$ cat config.mk
export PLATFORM = sky130hd
export DESIGN_NAME = decode_ctrl_stage_flat
export DESIGN_NICKNAME = d
export VERILOG_FILES = /design/src/rtl/decode_ctrl_stage_if.sv /design/src/rtl/decode_ctrl_stage.sv /design/src/flat_wrapper.sv
export SDC_FILE = /design/constraint.sdc
export NUM_CORES = 1
export LEC_CHECK = 0
export BUFFER_PORTS_ARGS = -buffer_cell sky130_fd_sc_hd__buf_2
export CAP_MARGIN = 20
export CORE_AREA = 2 2 89 91
export DETAILED_ROUTE_END_ITERATION = 16
export DIE_AREA = 0 0 91 93
export PLACE_DENSITY = 0.81
export SYNTH_ARGS = -nofsm -noshare
export SYNTH_HDL_FRONTEND = slang
export SYNTH_SLANG_ARGS = --single-unit
$ cat constraint.sdc
create_clock -name clk -period 2.6 [get_ports clk]
set_input_delay 0.26 -clock clk [delete_from_list [all_inputs] [get_ports clk]]
set_output_delay 0.26 -clock clk [all_outputs]
set_load 0.02 [all_outputs]
$ cat src/rtl/decode_ctrl_stage_if.sv
// Fetch-to-decode and decode-to-execute handshake bundle.
// master drives instructions and consumes control; slave is the stage.
interface decode_ctrl_stage_if #(
   parameter int XLEN = 32
);
   logic            in_valid;
   logic            in_ready;
   logic [31:0]     in_instr;
   logic [XLEN-1:0] in_pc;
   logic            out_valid;
   logic            out_ready;
   logic [XLEN-1:0] out_pc;
   logic [4:0]      out_rd;
   logic [4:0]      out_rs1;
   logic [4:0]      out_rs2;
   logic [2:0]      out_funct3;
   logic            out_reg_write;
   logic            out_alu_src;
   logic            out_mem_write;
   logic            out_branch;
   logic            out_jump;
   logic            out_jalr;
   logic [2:0]      out_imm_src;
   logic [1:0]      out_result_src;
   logic [1:0]      out_alu_op;
   logic [1:0]      out_alu_a_src;
   logic            out_illegal;

   modport master (
      output in_valid, in_instr, in_pc, out_ready,
      input  in_ready, out_valid, out_pc, out_rd,
      input  out_rs1, out_rs2, out_funct3,
      input  out_reg_write, out_alu_src, out_mem_write,
      input  out_branch, out_jump, out_jalr,
      input  out_imm_src, out_result_src,
      input  out_alu_op, out_alu_a_src, out_illegal
   );

   modport slave (
      input  in_valid, in_instr, in_pc, out_ready,
      output in_ready, out_valid, out_pc, out_rd,
      output out_rs1, out_rs2, out_funct3,
      output out_reg_write, out_alu_src, out_mem_write,
      output out_branch, out_jump, out_jalr,
      output out_imm_src, out_result_src,
      output out_alu_op, out_alu_a_src, out_illegal
   );
endinterface

$ cat src/rtl/decode_ctrl_stage.sv
// RV32I(+M) registered decode stage with valid/ready flow,
// illegal flagging, EBREAK halt/drain FSM and saturating issue counter.
module decode_ctrl_stage #(
   parameter int XLEN     = 32,
   parameter int ENABLE_M = 1,
   parameter int CNT_W    = 16
) (
   input  logic             clk,
   input  logic             rst_n,
   input  logic             flush,
   input  logic             resume,
   output logic             halted,
   output logic [CNT_W-1:0] issue_count,
   decode_ctrl_stage_if.slave bus
);
   typedef enum logic [1:0] {
      RUN, HALT_PEND, HALTED
   } state_t;

   typedef struct packed {
      logic       reg_write;
      logic       alu_src;
      logic       mem_write;
      logic       branch;
      logic       jump;
      logic       jalr;
      logic [2:0] imm_src;
      logic [1:0] result_src;
      logic [1:0] alu_op;
      logic [1:0] alu_a_src;
      logic       illegal;
   } ctrl_t;

   localparam logic EN_M = (ENABLE_M != 0);

   state_t          state;
   ctrl_t           dec, ctrl_q;
   logic            valid_q;
   logic [XLEN-1:0] pc_q;
   logic [4:0]      rd_q, rs1_q, rs2_q;
   logic [2:0]      f3_q;

   logic [6:0] opc;
   logic       is_ebreak, xfer, muldiv;
   logic       op_r, op_imm, op_ld, op_st;
   logic       op_br, op_lui, op_aui, op_jal, op_jalr;

   assign opc       = bus.in_instr[6:0];
   assign is_ebreak = bus.in_instr == 32'h0010_0073;
   assign muldiv    = bus.in_instr[31:25] == 7'b0000001;

   assign op_r    = opc == 7'b0110011;
   assign op_imm  = opc == 7'b0010011;
   assign op_ld   = opc == 7'b0000011;
   assign op_st   = opc == 7'b0100011;
   assign op_br   = opc == 7'b1100011;
   assign op_lui  = opc == 7'b0110111;
   assign op_aui  = opc == 7'b0010111;
   assign op_jal  = opc == 7'b1101111;
   assign op_jalr = opc == 7'b1100111;

   assign bus.in_ready = (state == RUN) && !flush
                         && (!valid_q || bus.out_ready);
   assign xfer = bus.in_valid && bus.in_ready;

   // Illegal words leave every strobe low so they cannot write state.
   always_comb begin
      dec = '0;
      unique case (1'b1)
         op_r: begin
            if (muldiv && !EN_M) begin
               dec.illegal = 1'b1;
            end else begin
               dec.reg_write = 1'b1;
               dec.alu_op    = muldiv ? 2'b11 : 2'b10;
            end
         end
         op_imm: begin
            dec.reg_write = 1'b1;
            dec.alu_src   = 1'b1;
            dec.alu_op    = 2'b10;
         end
         op_ld: begin
            dec.reg_write  = 1'b1;
            dec.alu_src    = 1'b1;
            dec.result_src = 2'b01;
         end
         op_st: begin
            dec.alu_src   = 1'b1;
            dec.mem_write = 1'b1;
            dec.imm_src   = 3'b001;
         end
         op_br: begin
            dec.branch  = 1'b1;
            dec.alu_op  = 2'b01;
            dec.imm_src = 3'b010;
         end
         op_lui: begin
            dec.reg_write = 1'b1;
            dec.alu_src   = 1'b1;
            dec.imm_src   = 3'b011;
            dec.alu_a_src = 2'b10;
         end
         op_aui: begin
            dec.reg_write = 1'b1;
            dec.alu_src   = 1'b1;
            dec.imm_src   = 3'b011;
            dec.alu_a_src = 2'b01;
         end
         op_jal: begin
            dec.reg_write  = 1'b1;
            dec.jump       = 1'b1;
            dec.result_src = 2'b10;
            dec.imm_src    = 3'b100;
         end
         op_jalr: begin
            dec.reg_write  = 1'b1;
            dec.alu_src    = 1'b1;
            dec.jump       = 1'b1;
            dec.jalr       = 1'b1;
            dec.result_src = 2'b10;
         end
         default: dec.illegal = 1'b1;
      endcase
   end

   always_ff @(posedge clk or negedge rst_n) begin
      if (!rst_n) begin
         state       <= RUN;
         halted      <= 1'b0;
         valid_q     <= 1'b0;
         ctrl_q      <= '0;
         pc_q        <= '0;
         rd_q        <= '0;
         rs1_q       <= '0;
         rs2_q       <= '0;
         f3_q        <= '0;
         issue_count <= '0;
      end else begin
         // An accepted EBREAK is swallowed, so it only drains the slot.
         if (flush) begin
            valid_q <= 1'b0;
         end else if (xfer && !is_ebreak) begin
            valid_q <= 1'b1;
            ctrl_q  <= dec;
            pc_q    <= bus.in_pc;
            rd_q    <= bus.in_instr[11:7];
            rs1_q   <= bus.in_instr[19:15];
            rs2_q   <= bus.in_instr[24:20];
            f3_q    <= bus.in_instr[14:12];
         end else if (valid_q && bus.out_ready) begin
            valid_q <= 1'b0;
         end

         if (valid_q && bus.out_ready && issue_count != '1)
            issue_count <= issue_count + CNT_W'(1);

         unique case (state)
            RUN: begin
               if (xfer && is_ebreak)
                  state <= HALT_PEND;
            end
            HALT_PEND: begin
               if (!valid_q) begin
                  state  <= HALTED;
                  halted <= 1'b1;
               end
            end
            HALTED: begin
               if (resume) begin
                  state  <= RUN;
                  halted <= 1'b0;
               end
            end
            default: state <= RUN;
         endcase
      end
   end

   assign bus.out_valid      = valid_q;
   assign bus.out_pc         = pc_q;
   assign bus.out_rd         = rd_q;
   assign bus.out_rs1        = rs1_q;
   assign bus.out_rs2        = rs2_q;
   assign bus.out_funct3     = f3_q;
   assign bus.out_reg_write  = ctrl_q.reg_write;
   assign bus.out_alu_src    = ctrl_q.alu_src;
   assign bus.out_mem_write  = ctrl_q.mem_write;
   assign bus.out_branch     = ctrl_q.branch;
   assign bus.out_jump       = ctrl_q.jump;
   assign bus.out_jalr       = ctrl_q.jalr;
   assign bus.out_imm_src    = ctrl_q.imm_src;
   assign bus.out_result_src = ctrl_q.result_src;
   assign bus.out_alu_op     = ctrl_q.alu_op;
   assign bus.out_alu_a_src  = ctrl_q.alu_a_src;
   assign bus.out_illegal    = ctrl_q.illegal;
endmodule

$ cat src/flat_wrapper.sv
// flat-port wrapper written by rule: the top's interface ports become plain ports
module decode_ctrl_stage_flat 
#(
   parameter int XLEN     = 32,
   parameter int ENABLE_M = 1,
   parameter int CNT_W    = 16
)
  (clk, rst_n, flush, resume, halted, issue_count, bus_in_valid, bus_in_instr, bus_in_pc, bus_out_ready, bus_in_ready, bus_out_valid, bus_out_pc, bus_out_rd, bus_out_rs1, bus_out_rs2, bus_out_funct3, bus_out_reg_write, bus_out_alu_src, bus_out_mem_write, bus_out_branch, bus_out_jump, bus_out_jalr, bus_out_imm_src, bus_out_result_src, bus_out_alu_op, bus_out_alu_a_src, bus_out_illegal);
  decode_ctrl_stage_if #(.XLEN(XLEN)) bus_i ();
  input  logic clk;
  input  logic rst_n;
  input  logic flush;
  input  logic resume;
  output logic halted;
  output logic [CNT_W-1:0] issue_count;
  input wire logic [$bits(bus_i.in_valid)-1:0] bus_in_valid;
  input wire logic [$bits(bus_i.in_instr)-1:0] bus_in_instr;
  input wire logic [$bits(bus_i.in_pc)-1:0] bus_in_pc;
  input wire logic [$bits(bus_i.out_ready)-1:0] bus_out_ready;
  output wire logic [$bits(bus_i.in_ready)-1:0] bus_in_ready;
  output wire logic [$bits(bus_i.out_valid)-1:0] bus_out_valid;
  output wire logic [$bits(bus_i.out_pc)-1:0] bus_out_pc;
  output wire logic [$bits(bus_i.out_rd)-1:0] bus_out_rd;
  output wire logic [$bits(bus_i.out_rs1)-1:0] bus_out_rs1;
  output wire logic [$bits(bus_i.out_rs2)-1:0] bus_out_rs2;
  output wire logic [$bits(bus_i.out_funct3)-1:0] bus_out_funct3;
  output wire logic [$bits(bus_i.out_reg_write)-1:0] bus_out_reg_write;
  output wire logic [$bits(bus_i.out_alu_src)-1:0] bus_out_alu_src;
  output wire logic [$bits(bus_i.out_mem_write)-1:0] bus_out_mem_write;
  output wire logic [$bits(bus_i.out_branch)-1:0] bus_out_branch;
  output wire logic [$bits(bus_i.out_jump)-1:0] bus_out_jump;
  output wire logic [$bits(bus_i.out_jalr)-1:0] bus_out_jalr;
  output wire logic [$bits(bus_i.out_imm_src)-1:0] bus_out_imm_src;
  output wire logic [$bits(bus_i.out_result_src)-1:0] bus_out_result_src;
  output wire logic [$bits(bus_i.out_alu_op)-1:0] bus_out_alu_op;
  output wire logic [$bits(bus_i.out_alu_a_src)-1:0] bus_out_alu_a_src;
  output wire logic [$bits(bus_i.out_illegal)-1:0] bus_out_illegal;
  assign bus_i.in_valid = bus_in_valid;
  assign bus_i.in_instr = bus_in_instr;
  assign bus_i.in_pc = bus_in_pc;
  assign bus_i.out_ready = bus_out_ready;
  assign bus_in_ready = bus_i.in_ready;
  assign bus_out_valid = bus_i.out_valid;
  assign bus_out_pc = bus_i.out_pc;
  assign bus_out_rd = bus_i.out_rd;
  assign bus_out_rs1 = bus_i.out_rs1;
  assign bus_out_rs2 = bus_i.out_rs2;
  assign bus_out_funct3 = bus_i.out_funct3;
  assign bus_out_reg_write = bus_i.out_reg_write;
  assign bus_out_alu_src = bus_i.out_alu_src;
  assign bus_out_mem_write = bus_i.out_mem_write;
  assign bus_out_branch = bus_i.out_branch;
  assign bus_out_jump = bus_i.out_jump;
  assign bus_out_jalr = bus_i.out_jalr;
  assign bus_out_imm_src = bus_i.out_imm_src;
  assign bus_out_result_src = bus_i.out_result_src;
  assign bus_out_alu_op = bus_i.out_alu_op;
  assign bus_out_alu_a_src = bus_i.out_alu_a_src;
  assign bus_out_illegal = bus_i.out_illegal;
  decode_ctrl_stage #(.XLEN(XLEN), .ENABLE_M(ENABLE_M), .CNT_W(CNT_W)) u_core (.clk(clk), .rst_n(rst_n), .flush(flush), .resume(resume), .halted(halted), .issue_count(issue_count), .bus(bus_i));
endmodule
==> results.yml <==
sta:
  setup-violations-final: 0
  tightest_slew_ps: 586
  finalMaxSlewViolations: 0
  period_share_pct: 80.8
  tns_ps: 0
  skew_ps: 8.15
  rsz0062_at_grt: "false"
  hold_viol: 0
  relSlewSlack_pct: 60.6
  fmax_ghz: 0.476
  layout_min_cycle_time_ps: 2100
cts:
  cts_root_buf: "clkbuf_8"
  ctsHoldBuffers: 0
  htree_levels: 3
  post-cts-setup-buffers: 0
  cts.clk_slew.worst_paths_ps: 80
  cts_buffers: 9
  clk_latency_ps: 350
  clock-sinks: 86
  cts_tree: "built"
  clock_path_buffers: 2
  cts-resized-gates: 0
yosys:
  yosysWarnings: 0
  synthTopCellsByCount: "dfrtp_1 (86), mux2_2 (39), mux2_1 (23), nand2_1 (21), nor2_1 (10)"
  synth_top_area_share_pct: 57.2
  yosys.cell_types.count: 43
  async_flop_share_pct: 100
  synth_area_um2: 3760
  synth_area_leaders: "dfrtp_1 (57%), mux2_2 (12%), mux2_1 (6.9%)"
  synth-seq-area-share_pct: 57.2
  yosys.area.top_type: "dfrtp_1"
  synthMostInstantiatedCell: "dfrtp_1"
  syn_inst: 289
  synth_edf_count: 0
  ys_ff_latch: 86
  synth_flop_cell: "dfrtp_1"
  syn_avg_cell_area_um2: 13.0
  syn_nets: 360
cells_and_area:
  drive_above_1_share_pct: 46.8
  fin_util_pct: 64.3
  syn_to_final_growth_pct: 28.6
  nFillCells: 634
  final_nets: 519
  antenna_cells: 0
floorplan:
  ioPinCount: 155
  die_y_um: 93
  core.rowCount: 32
  die_area_um2: 8460
  coreArea_um2: 7530
  start_util_pct: 50.0
  die_w_um: 91
setup_path:
  reg2reg_slack_ps: 690
  critPathCaptureType: "flip-flop"
  endpoint: "u_core.bus.out_pc[24]"
  cp.arrival_ps: 2330
  regToRegEndpoint: "u_core.issue_count[10]"
  crit_type: "primary input to flip-flop"
  worstReg2RegStart: "u_core.issue_count[0]"
  rr_worst_depth: 5
  critPathMaxFanout: 30
  cp-startpoint: "bus_in_instr[27]"
  startpoint_type: "primary input"
  required_ps: 2830
routing:
  vias: 2909
  vias_per_cell: 5.24
  drc: 0
  first_pass_iters: 4
  routedWlPerCell_um: 15.5
  wl_um: 8580
  final_antenna_net_count: 0
  drt-initial-drc-count: 91
placement:
  io_buffers: 154
  gp_congestion: 0.888
  hpwlAfterDp_um: 6300
power:
  p_leak_nw: 2.43
  powerDensity_nw_per_um2: 667
  ir_drop_mv: 0.396
worst_hold_path:
  holdCritStartpoint: "flush"
  holdCritPathClass: "primary input to flip-flop"
global_route:
  grt_pass1_vias: 3022
  grt-ovfl-total: 0
  grt_pass1_wl_um: 14100
  antenna_found_initial: 0
  grt_max_degree: 87
  track_usage_pct: 20.9
flow_run:
  drv_cap: 0
outcome:
  status: "complete, no violations"
-- through the flow --
step	hold slack [ps]	instances	worst slack (ps)	total power [mW]	instance area [um2]
after floorplan	-35.6	289	294	2.05	3760
after global placement	450	537	158	2.33	4630
after detailed placement	456	537	120	2.36	4630
after CTS	78.6	553	504	3.27	4810
after global routing	91.7	555	457	3.38	4840
final	103	555	500	3.23	4840
-- registers in the layout, summed over array words and instances, names as in the netlist, 2 cells and up --
name	flops
u_core.bus.out_rs1	5
u_core.bus.out_imm_src	3
u_core.bus.out_alu_op	2
u_core.bus.out_pc	32
u_core.issue_count	16
u_core.bus.out_result_src	2
u_core.bus.out_rd	5
u_core.state	2
u_core.bus.out_alu_a_src	2
u_core.bus.out_funct3	3
u_core.bus.out_rs2	5
-- final cells by class --
class / instances / area, um2 / area share [%]
Timing Repair Buffer: 159 / 851 / 17.6
Sequential cell: 86 / 2150 / 44.4
Tap cell: 102 / 128 / 2.63
Inverter: 7 / 26.3 / 0.542
Multi-Input combinational cell: 185 / 1500 / 31.1
Clock buffer: 12 / 135 / 2.79
Clock inverter: 4 / 47.5 / 0.982
-- cells in the final DEF (no fill, tap or decap), types with 4 or more instances in the layout --
cell type | netlist | final
buf_2 | 0 | 153
dfrtp_1 | 86 | 86
mux2_2 | 39 | 39
mux2_1 | 23 | 23
nand2_1 | 21 | 21
nor2_1 | 10 | 10
clkbuf_8 | 0 | 9
and3_1 | 8 | 8
xor2_1 | 7 | 7
xnor2_1 | 7 | 7
nor4_1 | 7 | 7
inv_1 | 7 | 7
nand4_1 | 6 | 6
nor3_1 | 5 | 5
mux2i_1 | 5 | 5
nand3_1 | 4 | 4
a2111oi_0 | 4 | 4
o21ai_0 | 4 | 4
-- routing by layer --
layer / track usage (%) / wire (um) / vias to the layer above
met5: 0 / 0 / -
met4: 9.60 / 208 / 0
met3: 5.40 / 604 / 19
met2: 35.6 / 4290 / 122
met1: 25.2 / 3470 / 1407
li1: - / - / 1361
-- worst max-delay path, cell delays in order --
cell and delay, ps:
buf_2 90, or4_1 530, or4_4 450, o31ai_4 380
buf_12 250, mux2_1 350
-- how the worst min path moves through the flow --
stage                                        to  slack (ps)  cells after the start
CTS                        u_core.bus.out_valid          80                      2
finish                     u_core.bus.out_valid         100                      2
global placement           u_core.bus.out_valid         450                      2
detailed placement         u_core.bus.out_valid         460                      2
global route               u_core.bus.out_valid          90                      2
floorplan           u_core.bus.out_alu_a_src[0]         -40                      0
-- kinds of logic (layout without fill, tap and decap cells) --
logic type	Yosys count	count (layout)	share of synthesized area, %
mux	67	67	19.9
simple gates	80	80	11.7
fa+ha+maj	1	1	0.332
buf+inv	18	182	2.89
xor+xnor	14	14	3.26
compound gates	23	23	4.75
flops	86	86	57.2
-- report_power, final --
| part | internal [mW] | switching [mW] | total, mW |
|---|---|---|---|
| Clock | 0.443 | 0.457 | 0.900 |
| Sequential | 1.50 | 0.115 | 1.61 |
| Combinational | 0.297 | 0.421 | 0.718 |
| Total | 2.24 | 0.994 | 3.23 |
Power figures use the tool's default switching activity.
